==> config.mk <==
export PLATFORM = sky130hd
export DESIGN_NAME = treino_ctrl_flat
export DESIGN_NICKNAME = d
export VERILOG_FILES = /design/src/rtl/treino_ctrl_if.sv /design/src/rtl/treino_ctrl.sv /design/src/flat_wrapper.sv
export SDC_FILE = /design/constraint.sdc
export NUM_CORES = 1
export LEC_CHECK = 0
export CORE_ASPECT_RATIO = 1.25
export CORE_MARGIN = 3
export CORE_UTILIZATION = 39
export CTS_BUF_LIST = sky130_fd_sc_hd__clkbuf_8
export DETAILED_ROUTE_END_ITERATION = 8
export PLACE_DENSITY = 0.85
export SLEW_MARGIN = 10
export SYNTH_ARGS = -nofsm -noshare
export SYNTH_HDL_FRONTEND = slang
export SYNTH_SLANG_ARGS = --single-unit
==> constraint.sdc <==
create_clock -name clk -period 2.3 [get_ports clk]
set_input_delay 0.46 -clock clk [delete_from_list [all_inputs] [get_ports clk]]
set_output_delay 0.46 -clock clk [all_outputs]
set_load 0.05 [all_outputs]
==> src/rtl/treino_ctrl_if.sv <==
// Bus between the perceptron training controller and its datapath/host.
// The host drives start, learning rate and initial weights; the datapath
// returns its output and updated weights. The controller drives the rest.
interface treino_ctrl_if #(
    parameter int TAM = 16
);
    logic           start;
    logic [TAM-1:0] u_in;
    logic [TAM-1:0] w0_init;
    logic [TAM-1:0] w1_init;
    logic [TAM-1:0] w2_init;
    logic [TAM-1:0] result;
    logic [TAM-1:0] w0_new;
    logic [TAM-1:0] w1_new;
    logic [TAM-1:0] w2_new;

    logic [TAM-1:0] in1;
    logic [TAM-1:0] in2;
    logic [TAM-1:0] d;
    logic [TAM-1:0] u;
    logic [TAM-1:0] w0;
    logic [TAM-1:0] w1;
    logic [TAM-1:0] w2;
    logic           busy;
    logic           done;
    logic           converged;
    logic [7:0]     epoch_cnt;
    logic [2:0]     err_cnt;

    // Host / datapath side
    modport master (
        output start, u_in, w0_init, w1_init, w2_init,
        output result, w0_new, w1_new, w2_new,
        input  in1, in2, d, u, w0, w1, w2,
        input  busy, done, converged, epoch_cnt, err_cnt
    );

    // Controller side
    modport slave (
        input  start, u_in, w0_init, w1_init, w2_init,
        input  result, w0_new, w1_new, w2_new,
        output in1, in2, d, u, w0, w1, w2,
        output busy, done, converged, epoch_cnt, err_cnt
    );
endinterface

==> src/rtl/treino_ctrl.sv <==
// Training controller for a 2-input perceptron learning the OR function.
// It walks the four OR samples once per epoch, lets the external datapath
// settle for LAT cycles per sample, applies the datapath's weight update
// whenever the output differs from the target, and stops either on an
// error-free epoch (converged) or after MAX_EPOCAS epochs (abandoned).
module treino_ctrl #(
    parameter int         TAM        = 16,
    parameter int         LAT        = 2,
    parameter logic [7:0] MAX_EPOCAS = 8'd50
) (
    input  logic         clk,
    input  logic         reset,
    treino_ctrl_if.slave bus
);

    localparam logic [2:0] IDLE  = 3'd0;
    localparam logic [2:0] LOAD  = 3'd1;
    localparam logic [2:0] APPLY = 3'd2;
    localparam logic [2:0] EVAL  = 3'd3;
    localparam logic [2:0] CHECK = 3'd4;
    localparam logic [2:0] DONE  = 3'd5;

    localparam logic [TAM-1:0] HALF_ZERO = '0;
    localparam logic [TAM-1:0] HALF_ONE  = TAM'(16'h3C00);
    localparam logic [3:0]     LAT_LAST  = 4'(LAT - 1);

    logic [2:0]     state_q, state_d;
    logic [1:0]     idx_q, idx_d;
    logic [3:0]     settle_q, settle_d;
    logic [2:0]     run_err_q, run_err_d;
    logic [7:0]     epoch_cnt_q, epoch_cnt_d;
    logic [2:0]     err_cnt_q, err_cnt_d;
    logic           converged_q, converged_d;
    logic [TAM-1:0] u_q, u_d;
    logic [TAM-1:0] w0_q, w0_d;
    logic [TAM-1:0] w1_q, w1_d;
    logic [TAM-1:0] w2_q, w2_d;

    logic [TAM-1:0] smp_in1, smp_in2, smp_d;
    logic           sample_err;
    logic           last_epoch;

    // Present the current OR sample only while it is being applied/evaluated
    always_comb begin
        smp_in1 = HALF_ZERO;
        smp_in2 = HALF_ZERO;
        smp_d   = HALF_ZERO;
        if (state_q == APPLY || state_q == EVAL) begin
            smp_in1 = idx_q[1] ? HALF_ONE : HALF_ZERO;
            smp_in2 = idx_q[0] ? HALF_ONE : HALF_ZERO;
            smp_d   = (idx_q != 2'd0) ? HALF_ONE : HALF_ZERO;
        end
    end

    assign sample_err = (bus.result != smp_d);
    assign last_epoch = (({1'b0, epoch_cnt_q} + 9'd1) == {1'b0, MAX_EPOCAS});

    // Next-state and datapath-register update for the training sequence
    always_comb begin
        state_d     = state_q;
        idx_d       = idx_q;
        settle_d    = settle_q;
        run_err_d   = run_err_q;
        epoch_cnt_d = epoch_cnt_q;
        err_cnt_d   = err_cnt_q;
        converged_d = converged_q;
        u_d         = u_q;
        w0_d        = w0_q;
        w1_d        = w1_q;
        w2_d        = w2_q;

        case (state_q)
            IDLE: begin
                if (bus.start) begin
                    state_d = LOAD;
                end
            end
            LOAD: begin
                u_d         = bus.u_in;
                w0_d        = bus.w0_init;
                w1_d        = bus.w1_init;
                w2_d        = bus.w2_init;
                idx_d       = 2'd0;
                settle_d    = 4'd0;
                run_err_d   = 3'd0;
                epoch_cnt_d = 8'd0;
                converged_d = 1'b0;
                state_d     = APPLY;
            end
            APPLY: begin
                if (settle_q == LAT_LAST) begin
                    settle_d = 4'd0;
                    state_d  = EVAL;
                end else begin
                    settle_d = settle_q + 4'd1;
                end
            end
            EVAL: begin
                if (sample_err) begin
                    w0_d      = bus.w0_new;
                    w1_d      = bus.w1_new;
                    w2_d      = bus.w2_new;
                    run_err_d = run_err_q + 3'd1;
                end
                if (idx_q == 2'd3) begin
                    state_d = CHECK;
                end else begin
                    idx_d   = idx_q + 2'd1;
                    state_d = APPLY;
                end
            end
            CHECK: begin
                err_cnt_d = run_err_q;
                if (epoch_cnt_q != MAX_EPOCAS) begin
                    epoch_cnt_d = epoch_cnt_q + 8'd1;
                end
                run_err_d = 3'd0;
                idx_d     = 2'd0;
                if (run_err_q == 3'd0) begin
                    converged_d = 1'b1;
                    state_d     = DONE;
                end else if (last_epoch) begin
                    converged_d = 1'b0;
                    state_d     = DONE;
                end else begin
                    state_d = APPLY;
                end
            end
            DONE: begin
                state_d = IDLE;
            end
            default: begin
                state_d = IDLE;
            end
        endcase
    end

    // State registers; reset aborts any run and clears every output
    always_ff @(posedge clk) begin
        if (reset) begin
            state_q     <= IDLE;
            idx_q       <= 2'd0;
            settle_q    <= 4'd0;
            run_err_q   <= 3'd0;
            epoch_cnt_q <= 8'd0;
            err_cnt_q   <= 3'd0;
            converged_q <= 1'b0;
            u_q         <= HALF_ZERO;
            w0_q        <= HALF_ZERO;
            w1_q        <= HALF_ZERO;
            w2_q        <= HALF_ZERO;
        end else begin
            state_q     <= state_d;
            idx_q       <= idx_d;
            settle_q    <= settle_d;
            run_err_q   <= run_err_d;
            epoch_cnt_q <= epoch_cnt_d;
            err_cnt_q   <= err_cnt_d;
            converged_q <= converged_d;
            u_q         <= u_d;
            w0_q        <= w0_d;
            w1_q        <= w1_d;
            w2_q        <= w2_d;
        end
    end

    assign bus.in1       = smp_in1;
    assign bus.in2       = smp_in2;
    assign bus.d         = smp_d;
    assign bus.u         = u_q;
    assign bus.w0        = w0_q;
    assign bus.w1        = w1_q;
    assign bus.w2        = w2_q;
    assign bus.busy      = (state_q == LOAD) || (state_q == APPLY) ||
                           (state_q == EVAL) || (state_q == CHECK);
    assign bus.done      = (state_q == DONE);
    assign bus.converged = converged_q;
    assign bus.epoch_cnt = epoch_cnt_q;
    assign bus.err_cnt   = err_cnt_q;

endmodule

==> src/flat_wrapper.sv <==
// flat-port wrapper written by rule: the top's interface ports become plain ports
module treino_ctrl_flat 
#(
    parameter int         TAM        = 16,
    parameter int         LAT        = 2,
    parameter logic [7:0] MAX_EPOCAS = 8'd50
)
  (clk, reset, bus_start, bus_u_in, bus_w0_init, bus_w1_init, bus_w2_init, bus_result, bus_w0_new, bus_w1_new, bus_w2_new, bus_in1, bus_in2, bus_d, bus_u, bus_w0, bus_w1, bus_w2, bus_busy, bus_done, bus_converged, bus_epoch_cnt, bus_err_cnt);
  treino_ctrl_if #(.TAM(TAM)) bus_i ();
  input  logic clk;
  input  logic reset;
  input wire logic [$bits(bus_i.start)-1:0] bus_start;
  input wire logic [$bits(bus_i.u_in)-1:0] bus_u_in;
  input wire logic [$bits(bus_i.w0_init)-1:0] bus_w0_init;
  input wire logic [$bits(bus_i.w1_init)-1:0] bus_w1_init;
  input wire logic [$bits(bus_i.w2_init)-1:0] bus_w2_init;
  input wire logic [$bits(bus_i.result)-1:0] bus_result;
  input wire logic [$bits(bus_i.w0_new)-1:0] bus_w0_new;
  input wire logic [$bits(bus_i.w1_new)-1:0] bus_w1_new;
  input wire logic [$bits(bus_i.w2_new)-1:0] bus_w2_new;
  output wire logic [$bits(bus_i.in1)-1:0] bus_in1;
  output wire logic [$bits(bus_i.in2)-1:0] bus_in2;
  output wire logic [$bits(bus_i.d)-1:0] bus_d;
  output wire logic [$bits(bus_i.u)-1:0] bus_u;
  output wire logic [$bits(bus_i.w0)-1:0] bus_w0;
  output wire logic [$bits(bus_i.w1)-1:0] bus_w1;
  output wire logic [$bits(bus_i.w2)-1:0] bus_w2;
  output wire logic [$bits(bus_i.busy)-1:0] bus_busy;
  output wire logic [$bits(bus_i.done)-1:0] bus_done;
  output wire logic [$bits(bus_i.converged)-1:0] bus_converged;
  output wire logic [$bits(bus_i.epoch_cnt)-1:0] bus_epoch_cnt;
  output wire logic [$bits(bus_i.err_cnt)-1:0] bus_err_cnt;
  assign bus_i.start = bus_start;
  assign bus_i.u_in = bus_u_in;
  assign bus_i.w0_init = bus_w0_init;
  assign bus_i.w1_init = bus_w1_init;
  assign bus_i.w2_init = bus_w2_init;
  assign bus_i.result = bus_result;
  assign bus_i.w0_new = bus_w0_new;
  assign bus_i.w1_new = bus_w1_new;
  assign bus_i.w2_new = bus_w2_new;
  assign bus_in1 = bus_i.in1;
  assign bus_in2 = bus_i.in2;
  assign bus_d = bus_i.d;
  assign bus_u = bus_i.u;
  assign bus_w0 = bus_i.w0;
  assign bus_w1 = bus_i.w1;
  assign bus_w2 = bus_i.w2;
  assign bus_busy = bus_i.busy;
  assign bus_done = bus_i.done;
  assign bus_converged = bus_i.converged;
  assign bus_epoch_cnt = bus_i.epoch_cnt;
  assign bus_err_cnt = bus_i.err_cnt;
  treino_ctrl #(.TAM(TAM), .LAT(LAT), .MAX_EPOCAS(MAX_EPOCAS)) u_core (.clk(clk), .reset(reset), .bus(bus_i));
endmodule
==> results of run 1 <==
-- sequential cells by signal (all words and copies together), names as in the netlist --
signal                flops
u_core.settle_q           4
u_core.run_err_q          3
u_core.bus.w0            16
u_core.state_q            3
u_core.bus.u             16
u_core.bus.w2            16
u_core.bus.converged      1
u_core.idx_q              2
u_core.bus.w1            16
u_core.bus.epoch_cnt      8
u_core.bus.err_cnt        3
-- worst paths after layout --
| kind | start | endpoint | slack [ps] | cells past startpoint |
|---|---|---|---|---|
| worst min register to register | u_core.bus.u[2] | u_core.bus.u[2] | 460 | 2 |
| worst min-delay path | u_core.bus.u[2] | u_core.bus.u[2] | 460 | 2 |
| worst max register to register | u_core.idx_q[1] | u_core.run_err_q[2] | 180 | 8 |
| worst max-delay path | u_core.bus.epoch_cnt[3] | bus_epoch_cnt[3] | 60 | 1 |
-- cell type report --
type                            count  area (µm²)  share of cell area, %
Timing Repair Buffer              236        2432                  36.16
Multi-Input combinational cell    414        2148                  31.94
Sequential cell                    88        1764                  26.23
Tap cell                          132       165.2                  2.455
Clock buffer                       10       137.6                  2.046
Inverter                           13       48.80                 0.7254
Clock inverter                      6       30.03                 0.4464
-- worst min-delay path: cells and delay by family, from the launching register on --
family,cells,cell delay (ps)
AOI/OAI and AO/OA,1,50
DFF,1,310
and+or+nand+nor,1,50
-- metrics by stage --
stage | worst slack, ps | TNS [ps] | hold slack [ps]
finish | 62.18 | 0 | 456.1
global route | 8.839 | 0 | 484.9
CTS | 43.65 | 0 | 459.7
detailed placement | -201.5 | -7449 | 447.6
global placement | -147.7 | -5695 | 441.6
floorplan | 8.701 | 0 | 455.5
-- where the power goes --
group	internal [mW]	leakage, nW	switching (mW)
registers	1.65	0.717	0.0842
clock network	0.408	0.0935	0.548
logic	0.541	1.61	0.948
-- repair_timing --
action / in CTS / in global routing
setup buffers: 0 / 0
gates resized for setup: 0 / 2
endpoints found under the setup margin: 0 / 8
-- layer usage --
metal	wire, µm	vias to the layer above	GRT usage (%)	share of wire (%)
met2	7110	242	37.23	51
met4	633	0	12.05	4.5
met5	0	-	0	0
met1	5143	2131	24.43	37
met3	1176	41	4.706	8.4
li1	-	2253	-	-
-- cells by family after synthesis --
kind of cell | count (synthesis)
multiplexers | 2
adder cells (fa/ha/maj) | 9
AO/OA/AOI/OAI | 111
AND/OR/NAND/NOR | 253
XOR/XNOR | 3
other | 1
buffers and inverters | 101
flip-flops | 88
-- Yosys cell counts (4+ instances only) --
| cell | count |
|---|---|
| nand2_1 | 135 |
| dfxtp_1 | 88 |
| nand3_1 | 54 |
| a31oi_1 | 50 |
| buf_4 | 50 |
| a21oi_1 | 35 |
| nor2_1 | 33 |
| clkbuf_1 | 29 |
| inv_1 | 13 |
| ha_1 | 9 |
| buf_2 | 5 |
| a211oi_1 | 4 |
| nor3_1 | 4 |
| nor4_1 | 4 |
==> out/metrics.yaml, run 1 <==
wl_per_cell_um: 15.64
cpLargestDelayFamily: "buffers and inverters"
slew_violations: 0
synth_mux_area_share_pct: 0.4910
synth_edf_count: 0
instances_no_fill: 899
ioPinCount: 257
max-slew-margin-rel_pct: 40.72
drt_wl_total_um: 14060
synth_compound_area_share_pct: 16.32
tightest_slew_ps: 875.4
placed_cells: 883
place_congestion: 0.7876
tritoncts: "yes"
grt_max_degree: 43
port-buffer-count: 220
synth_top_family_by_area: "simple AND/OR/NAND/NOR gates"
place_hpwl_um: 10800
diodes: 0
synth_ff_type: "dfxtp_1"
synth_fa_ha_area_share_pct: 2.600
status: "finished clean"
synth_top_area_share_pct: 40.67
drt-initial-drc-count: 198
crit_chain: "clkdlybuf4s50_1"
setup_viol: 0
hold_viol: 0
cts_root_buffer: "clkbuf_8"
grt_pass1_wl_um: 21540
synth.cell_area_um2: 4332
crit_fanout: 12
max_stage_delay_ps: 880
htreeDepth: 3
viasPerCell: 5.191
syn_inst: 568
min_period_ps: 2238
power_mw: 4.176
yosysSeqAreaShare_pct: 40.67
rows: 42
required_ps: 1840
worstSetupPathType: "flip-flop to output pin"
yosys.area.top_type: "dfxtp_1"
cp_slowest_cell: "clkdlybuf4s50_1"
layout_commonest_cell: "clkdlybuf4s50_1"
fin_crit_sh_pct: 97.30
layout_common_cells: "205 x clkdlybuf4s50_1, 135 x nand2_1, 86 x dfxtp_1"
cap_violations: 0
post_dp_cell_area_um2: 6556
p_leak_nw: 2.424
hold_buffers: 0
synthSimpleGateAreaFrac_pct: 25.65
fp.dieH_um: 123.8
clock-skew-final_ps: 9.696
synth_xor_area_share_pct: 0.6066
grtUsageTotal_pct: 21.51
fin_util_pct: 62.75
async_reset_ff_share_pct: 0
ir_drop_v: 0.0002915
dr.pass1.iters: 4
vias: 4667
clk_pin_slew_ps: 80
dieWidth_um: 100.3
cts_buffer_depth: 2
area_growth_pct: 55.29
die-area_um2: 12420
antenna_found_initial: 0
fmaxAchievable_ghz: 0.4469
initial_core_util_pct: 40.41
drive_above_1_share_pct: 7.562
antenna_left: 0
fp.coreArea_um2: 10720
rsz0062_at_grt: "no"
ys_ff_latch: 88
n_fill_cell: 905
final_cell_area_um2: 6726
cts.sinks: 88
cp-start-kind: "flip-flop"
arrival_ps: 1780
cp-end-kind: "output pin"
grt_pass1_vias: 4552
p_per_area_nw_per_um2: 620.9
synth_warnings: 0
cts_made_buffers: 9
ys_types: 46
syn_area_per_cell_um2: 7.626
overflow: 0
fin_nets: 902
crit_buf_inv: 1
synth_area_leaders: "dfxtp_1 41%, nand2_1 12%, buf_4 8.7%"
min_path_type: "flip-flop to flip-flop"
clkLatencyLatePin_ps: 360
drc: 0
Note: power is estimated with default switching activity, not from simulation.
==> run 2: changes to the inputs <==
--- a/config.mk
+++ b/config.mk
@@ -11,7 +11,7 @@
 export CTS_BUF_LIST = sky130_fd_sc_hd__clkbuf_8
 export DETAILED_ROUTE_END_ITERATION = 8
 export PLACE_DENSITY = 0.85
-export SLEW_MARGIN = 10
+export SLEW_MARGIN = 40
 export SYNTH_ARGS = -nofsm -noshare
 export SYNTH_HDL_FRONTEND = slang
 export SYNTH_SLANG_ARGS = --single-unit
==> run 2 against run 1 <==
Die area unchanged. Fmax is essentially flat. Sequential cell count did not move. Clock power about the same. Core utilization up 0.070 points. Worst setup slack gained 2.2 ps. Critical path type unchanged. Critical endpoint unchanged. Largest cell class unchanged.
==> out/metrics.yaml, run 2 (same netlist as run 1, synthesis figures left out) <==
status: "finished clean"
worstSetupPathType: "flip-flop to output pin"
cts_root_buffer: "clkbuf_8"
ioPinCount: 257
setup_viol: 0
layout_common_cells: "205 x clkdlybuf4s50_1, 135 x nand2_1, 86 x dfxtp_1"
power_frac_comb_pct: 35.7
reg2reg_from: "u_core.idx_q[0]"
fmaxAchievable_ghz: 0.4473
clk_pin_slew_ps: 80
dr_wl_met2_um: 7147
area_growth_pct: 55.46
power_frac_clock_pct: 22.8
top_layer: "met4"
power.share.sequential_pct: 41.5
final_cell_area_um2: 6734
overflow: 0
hold_buffers: 0
startpoint: "u_core.bus.epoch_cnt[3]"
n_fill_cell: 903
clock-skew-final_ps: 9.367
grt_max_degree: 43
cp-start-kind: "flip-flop"
power.internal_mw: 2.597
placed_cells: 883
fp.coreArea_um2: 10720
place_hpwl_um: 10800
htreeDepth: 3
cts_buffer_depth: 2
rows: 42
max_stage_delay_ps: 870
drive_above_1_share_pct: 7.692
p_per_area_nw_per_um2: 620.0
max-slew-margin-rel_pct: 45.90
cts.sinks: 88
rrSetupSlack_ps: 180
die-area_um2: 12420
cap_violations: 0
instances_no_fill: 899
tritoncts: "yes"
power.switching_mw: 1.579
initial_core_util_pct: 40.41
crit_chain: "clkdlybuf4s50_1"
place_congestion: 0.7876
switching_share_pct: 37.81
slew_violations: 0
cp_slowest_cell: "clkdlybuf4s50_1"
drt_wl_total_um: 14090
vias: 4698
antenna_found_initial: 0
ir_drop_v: 0.0002900
cpLargestDelayFamily: "buffers and inverters"
crit_fanout: 12
r2r-end: "u_core.run_err_q[2]"
clkLatencyLatePin_ps: 360
fin_nets: 902
arrival_ps: 1780
crit_buf_inv: 1
min_path_type: "flip-flop to flip-flop"
viasPerCell: 5.226
rsz0062_at_grt: "no"
routed-wl-met3_um: 1131
layout_commonest_cell: "clkdlybuf4s50_1"
cts_made_buffers: 9
power_mw: 4.175
post_dp_cell_area_um2: 6556
dieWidth_um: 100.3
antenna_left: 0
tightest_slew_ps: 811.5
grt_pass1_vias: 4552
drc: 0
wl_per_cell_um: 15.67
drt-initial-drc-count: 229
port-buffer-count: 220
hold_slack_ps: 455.5
dr.pass1.iters: 5
hold_viol: 0
grtUsageTotal_pct: 21.51
required_ps: 1840
m1WireLength_um: 5174
min_period_ps: 2236
ff_latch_area_um2: 1764
cp-end-kind: "output pin"
p_leak_nw: 2.425
fp.dieH_um: 123.8
endpoint: "bus_epoch_cnt[3]"
diodes: 0
r2r_cells: 8
grt_pass1_wl_um: 21540
cp_num_cells: 1
fin_crit_sh_pct: 97.20
multi_input_area_um2: 2156
-- run 2: changes by cell type in the layout (fill, tap and decap cells not counted) --
| cell | before | now |
|---|---|---|
| o311ai_1 | 1 | 0 |
| o311ai_2 | 0 | 1 |
-- run 2: power by group through the flow --
stage | Clock (mW) | Combinational (mW) | Sequential (mW)
2_1_floorplan | 0 | 0.579 | 2.13
3_3_place_gp | 0 | 1.46 | 1.76
3_5_place_dp | 0 | 1.49 | 1.76
4_1_cts | 0.965 | 1.49 | 1.73
5_1_grt | 1.02 | 1.58 | 1.75
6_report | 0.953 | 1.49 | 1.73
-- run 2: per-stage QoR --
step / utilization, % / setup TNS (ps) / worst slack (ps)
finish: 62.82 / 0 / 64.35
global route: 62.82 / 0 / 8.839
CTS: 62.72 / 0 / 32.92
detailed placement: 61.16 / -7449 / -201.5
global placement: 61.16 / -5695 / -147.7
floorplan: - / 0 / 8.701
-- run 2: routing by layer --
metal | track usage [%] | vias up
met3 | 4.706 | 43
met4 | 12.05 | 0
met2 | 37.23 | 228
met1 | 24.43 | 2175
met5 | 0 | -
li1 | - | 2252
-- run 2: worst min-delay path by stage --
stage                             startpoint                  to  slack [ps]  depth (start not counted)
after floorplan           u_core.settle_q[3]  u_core.settle_q[3]         460                          2
after global placement      u_core.bus.u[11]    u_core.bus.u[11]         440                          2
after detailed placement     u_core.bus.u[2]     u_core.bus.u[2]         450                          2
after CTS                    u_core.bus.u[2]     u_core.bus.u[2]         460                          2
after global routing        u_core.bus.u[12]    u_core.bus.u[12]         480                          2
final                        u_core.bus.u[2]     u_core.bus.u[2]         460                          2
-- run 2: final cells by class --
| cell class | count | share of cell area (%) |
|---|---|---|
| Timing Repair Buffer | 236 | 36.12 |
| Multi-Input combinational cell | 414 | 32.01 |
| Sequential cell | 88 | 26.20 |
| Tap cell | 132 | 2.453 |
| Clock buffer | 10 | 2.044 |
| Inverter | 13 | 0.7246 |
| Clock inverter | 6 | 0.4459 |
-- run 2: worst min-delay path, cell delays in order, from the launching register on --
cell and delay, ps:
dfxtp_1 310, nand2_1 50, a21oi_1 50
-- run 2: timing repair --
item / in CTS / in global routing
resized for setup: 0 / 2
setup buffers: 0 / 0
endpoints found under the setup margin: 0 / 8
==> run 3: changes to the inputs <==
--- a/config.mk
+++ b/config.mk
@@ -11,6 +11,7 @@
 export CTS_BUF_LIST = sky130_fd_sc_hd__clkbuf_8
 export DETAILED_ROUTE_END_ITERATION = 8
 export PLACE_DENSITY = 0.85
+export SETUP_SLACK_MARGIN = 0.15
 export SLEW_MARGIN = 40
 export SYNTH_ARGS = -nofsm -noshare
 export SYNTH_HDL_FRONTEND = slang
==> run 3 against run 2 <==
Count of clock-buffer cells in the layout rose by 1. Sequential cell count did not move. Critical path depth rose by 6. Sequential share of layout area fell by 0.84 points. Via count rose by 2.3%. Combinational power up 3%. Routed wire length is 7.5% higher.
==> out/metrics.yaml, run 3 (same netlist as run 1, synthesis figures left out) <==
status: "finished clean"
dr.pass1.iters: 5
max_stage_delay_ps: 500
initial_core_util_pct: 40.41
hold_buffers: 0
place_hpwl_um: 10460
cts_root_buffer: "clkbuf_8"
power.share.sequential_pct: 38.8
drt-initial-drc-count: 241
cts_made_buffers: 9
ir_drop_v: 0.0003139
ioPinCount: 257
viasPerCell: 5.308
layout_common_cells: "198 x clkdlybuf4s50_1, 135 x nand2_1, 84 x dfxtp_1"
hold_viol: 0
grtUsageTotal_pct: 21.12
crit_chain: "clkdlybuf4s50_1 > or4_4 > mux2i_4 > a41o_4 > clkbuf_16 > o21ai_4 > a211oi_2"
power.internal_mw: 2.870
fmaxAchievable_ghz: 0.4578
fin_crit_sh_pct: 94.98
fin_nets: 909
vias: 4804
overflow: 0
power.switching_mw: 1.590
diodes: 0
power_frac_comb_pct: 34.2
place_congestion: 0.8272
tightest_slew_ps: 823.3
port-buffer-count: 220
antenna_found_initial: 0
max-slew-margin-rel_pct: 45.11
drc: 0
die-area_um2: 12420
rows: 42
fp.dieH_um: 123.8
crit_fanout: 7
min_period_ps: 2184
layout_commonest_cell: "clkdlybuf4s50_1"
cap_violations: 0
htreeDepth: 3
post_dp_cell_area_um2: 6551
worstSetupPathType: "input port to flip-flop"
min_path_type: "flip-flop to flip-flop"
final_cell_area_um2: 6988
p_leak_nw: 2.576
clk_pin_slew_ps: 90
slew_violations: 0
grt_pass1_vias: 4493
cp-end-kind: "flip-flop"
rsz0062_at_grt: "yes"
post-place-ws_ps: -182.5
wl_per_cell_um: 16.74
cp-start-kind: "input port"
tritoncts: "yes"
setup_viol: 0
clock-skew-final_ps: 12.66
cp_slowest_cell: "or4_4"
arrival_ps: 2450
power_mw: 4.460
drive_above_1_share_pct: 9.832
grt_max_degree: 65
p_per_area_nw_per_um2: 638.2
worst_slack_ps: 115.5
required_ps: 2570
switching_share_pct: 35.66
antenna_left: 0
cts.sinks: 88
area_growth_pct: 61.32
fp.coreArea_um2: 10720
clkLatencyLatePin_ps: 360
drt_wl_total_um: 15150
cts_buffer_depth: 2
dieWidth_um: 100.3
power_frac_clock_pct: 26.9
grt_pass1_wl_um: 21020
[run 3: changes by cell type in the layout (fill, tap and decap cells not counted), moves of 2 or more]
cell,change
clkdlybuf4s50_1,-7
inv_1,-5
clkinvlp_4,-2
dlygate4sd2_1,+5
bufinv_16,+2
clkbuf_16,+4
dlymetal6s2s_1,+2
dfxtp_1,-2
dfxtp_4,+2
buf_6,+2
[run 3: path summary, 6_finish.rpt]
path               startpoint                   to  slack, ps  cells after the start
max reg2reg   u_core.idx_q[0]  u_core.run_err_q[2]        170                      8
max            bus_result[12]  u_core.run_err_q[2]        120                      7
min          u_core.bus.u[13]     u_core.bus.u[13]        460                      2
min reg2reg  u_core.bus.u[13]     u_core.bus.u[13]        460                      2
[run 3: cell type report]
type	instances	area (µm²)
fillers	877	3732
repair buffers	242	2554
multi-input cells	415	2226
flip-flops and latches	88	1772
well taps	132	165.2
clock buffers	11	151.4
clock inverters	4	68.82
inverters	13	51.30
[run 3: critical path: cells and delay by family]
| family | cells | cell delay, ps |
|---|---|---|
| compound gates | 3 | 640 |
| mux | 1 | 220 |
| buf+inv | 2 | 620 |
| simple gates | 1 | 500 |
[run 3: metrics by stage]
stage	hold WS, ps	utilization, %	cells	setup TNS [ps]
after floorplan	455.5	-	603	0
after global placement	440.5	61.11	881	-5037
after detailed placement	447.8	61.11	881	-7512
after CTS	459.2	63.15	896	0
after global routing	478.3	65.18	905	0
final	457.7	65.18	905	0
[run 3: power groups by stage]
| stage | logic [mW] | registers [mW] | clock network [mW] |
|---|---|---|---|
| 2_1_floorplan | 0.582 | 2.13 | 0 |
| 3_3_place_gp | 1.46 | 1.75 | 0 |
| 3_5_place_dp | 1.48 | 1.76 | 0 |
| 4_1_cts | 1.49 | 1.73 | 1.22 |
| 5_1_grt | 1.61 | 1.74 | 1.29 |
| 6_report | 1.53 | 1.73 | 1.20 |
[run 3: repair_timing]
item / CTS / global route
pin swaps: 0 / 23
cloned: 0 / 7
hold endpoints to repair: 0 / 0
buffers inserted: 0 / 2
gates resized for setup: 8 / 15
setup endpoints to repair: 13 / 47
[run 3: layer usage]
layer	global-route usage (%)	share of wire [%]	vias to the layer above
met5	0	0	-
met4	10.11	2.6	0
met3	5.490	8.9	34
met2	37.85	52	262
met1	23.04	37	2240
li1	-	-	2268
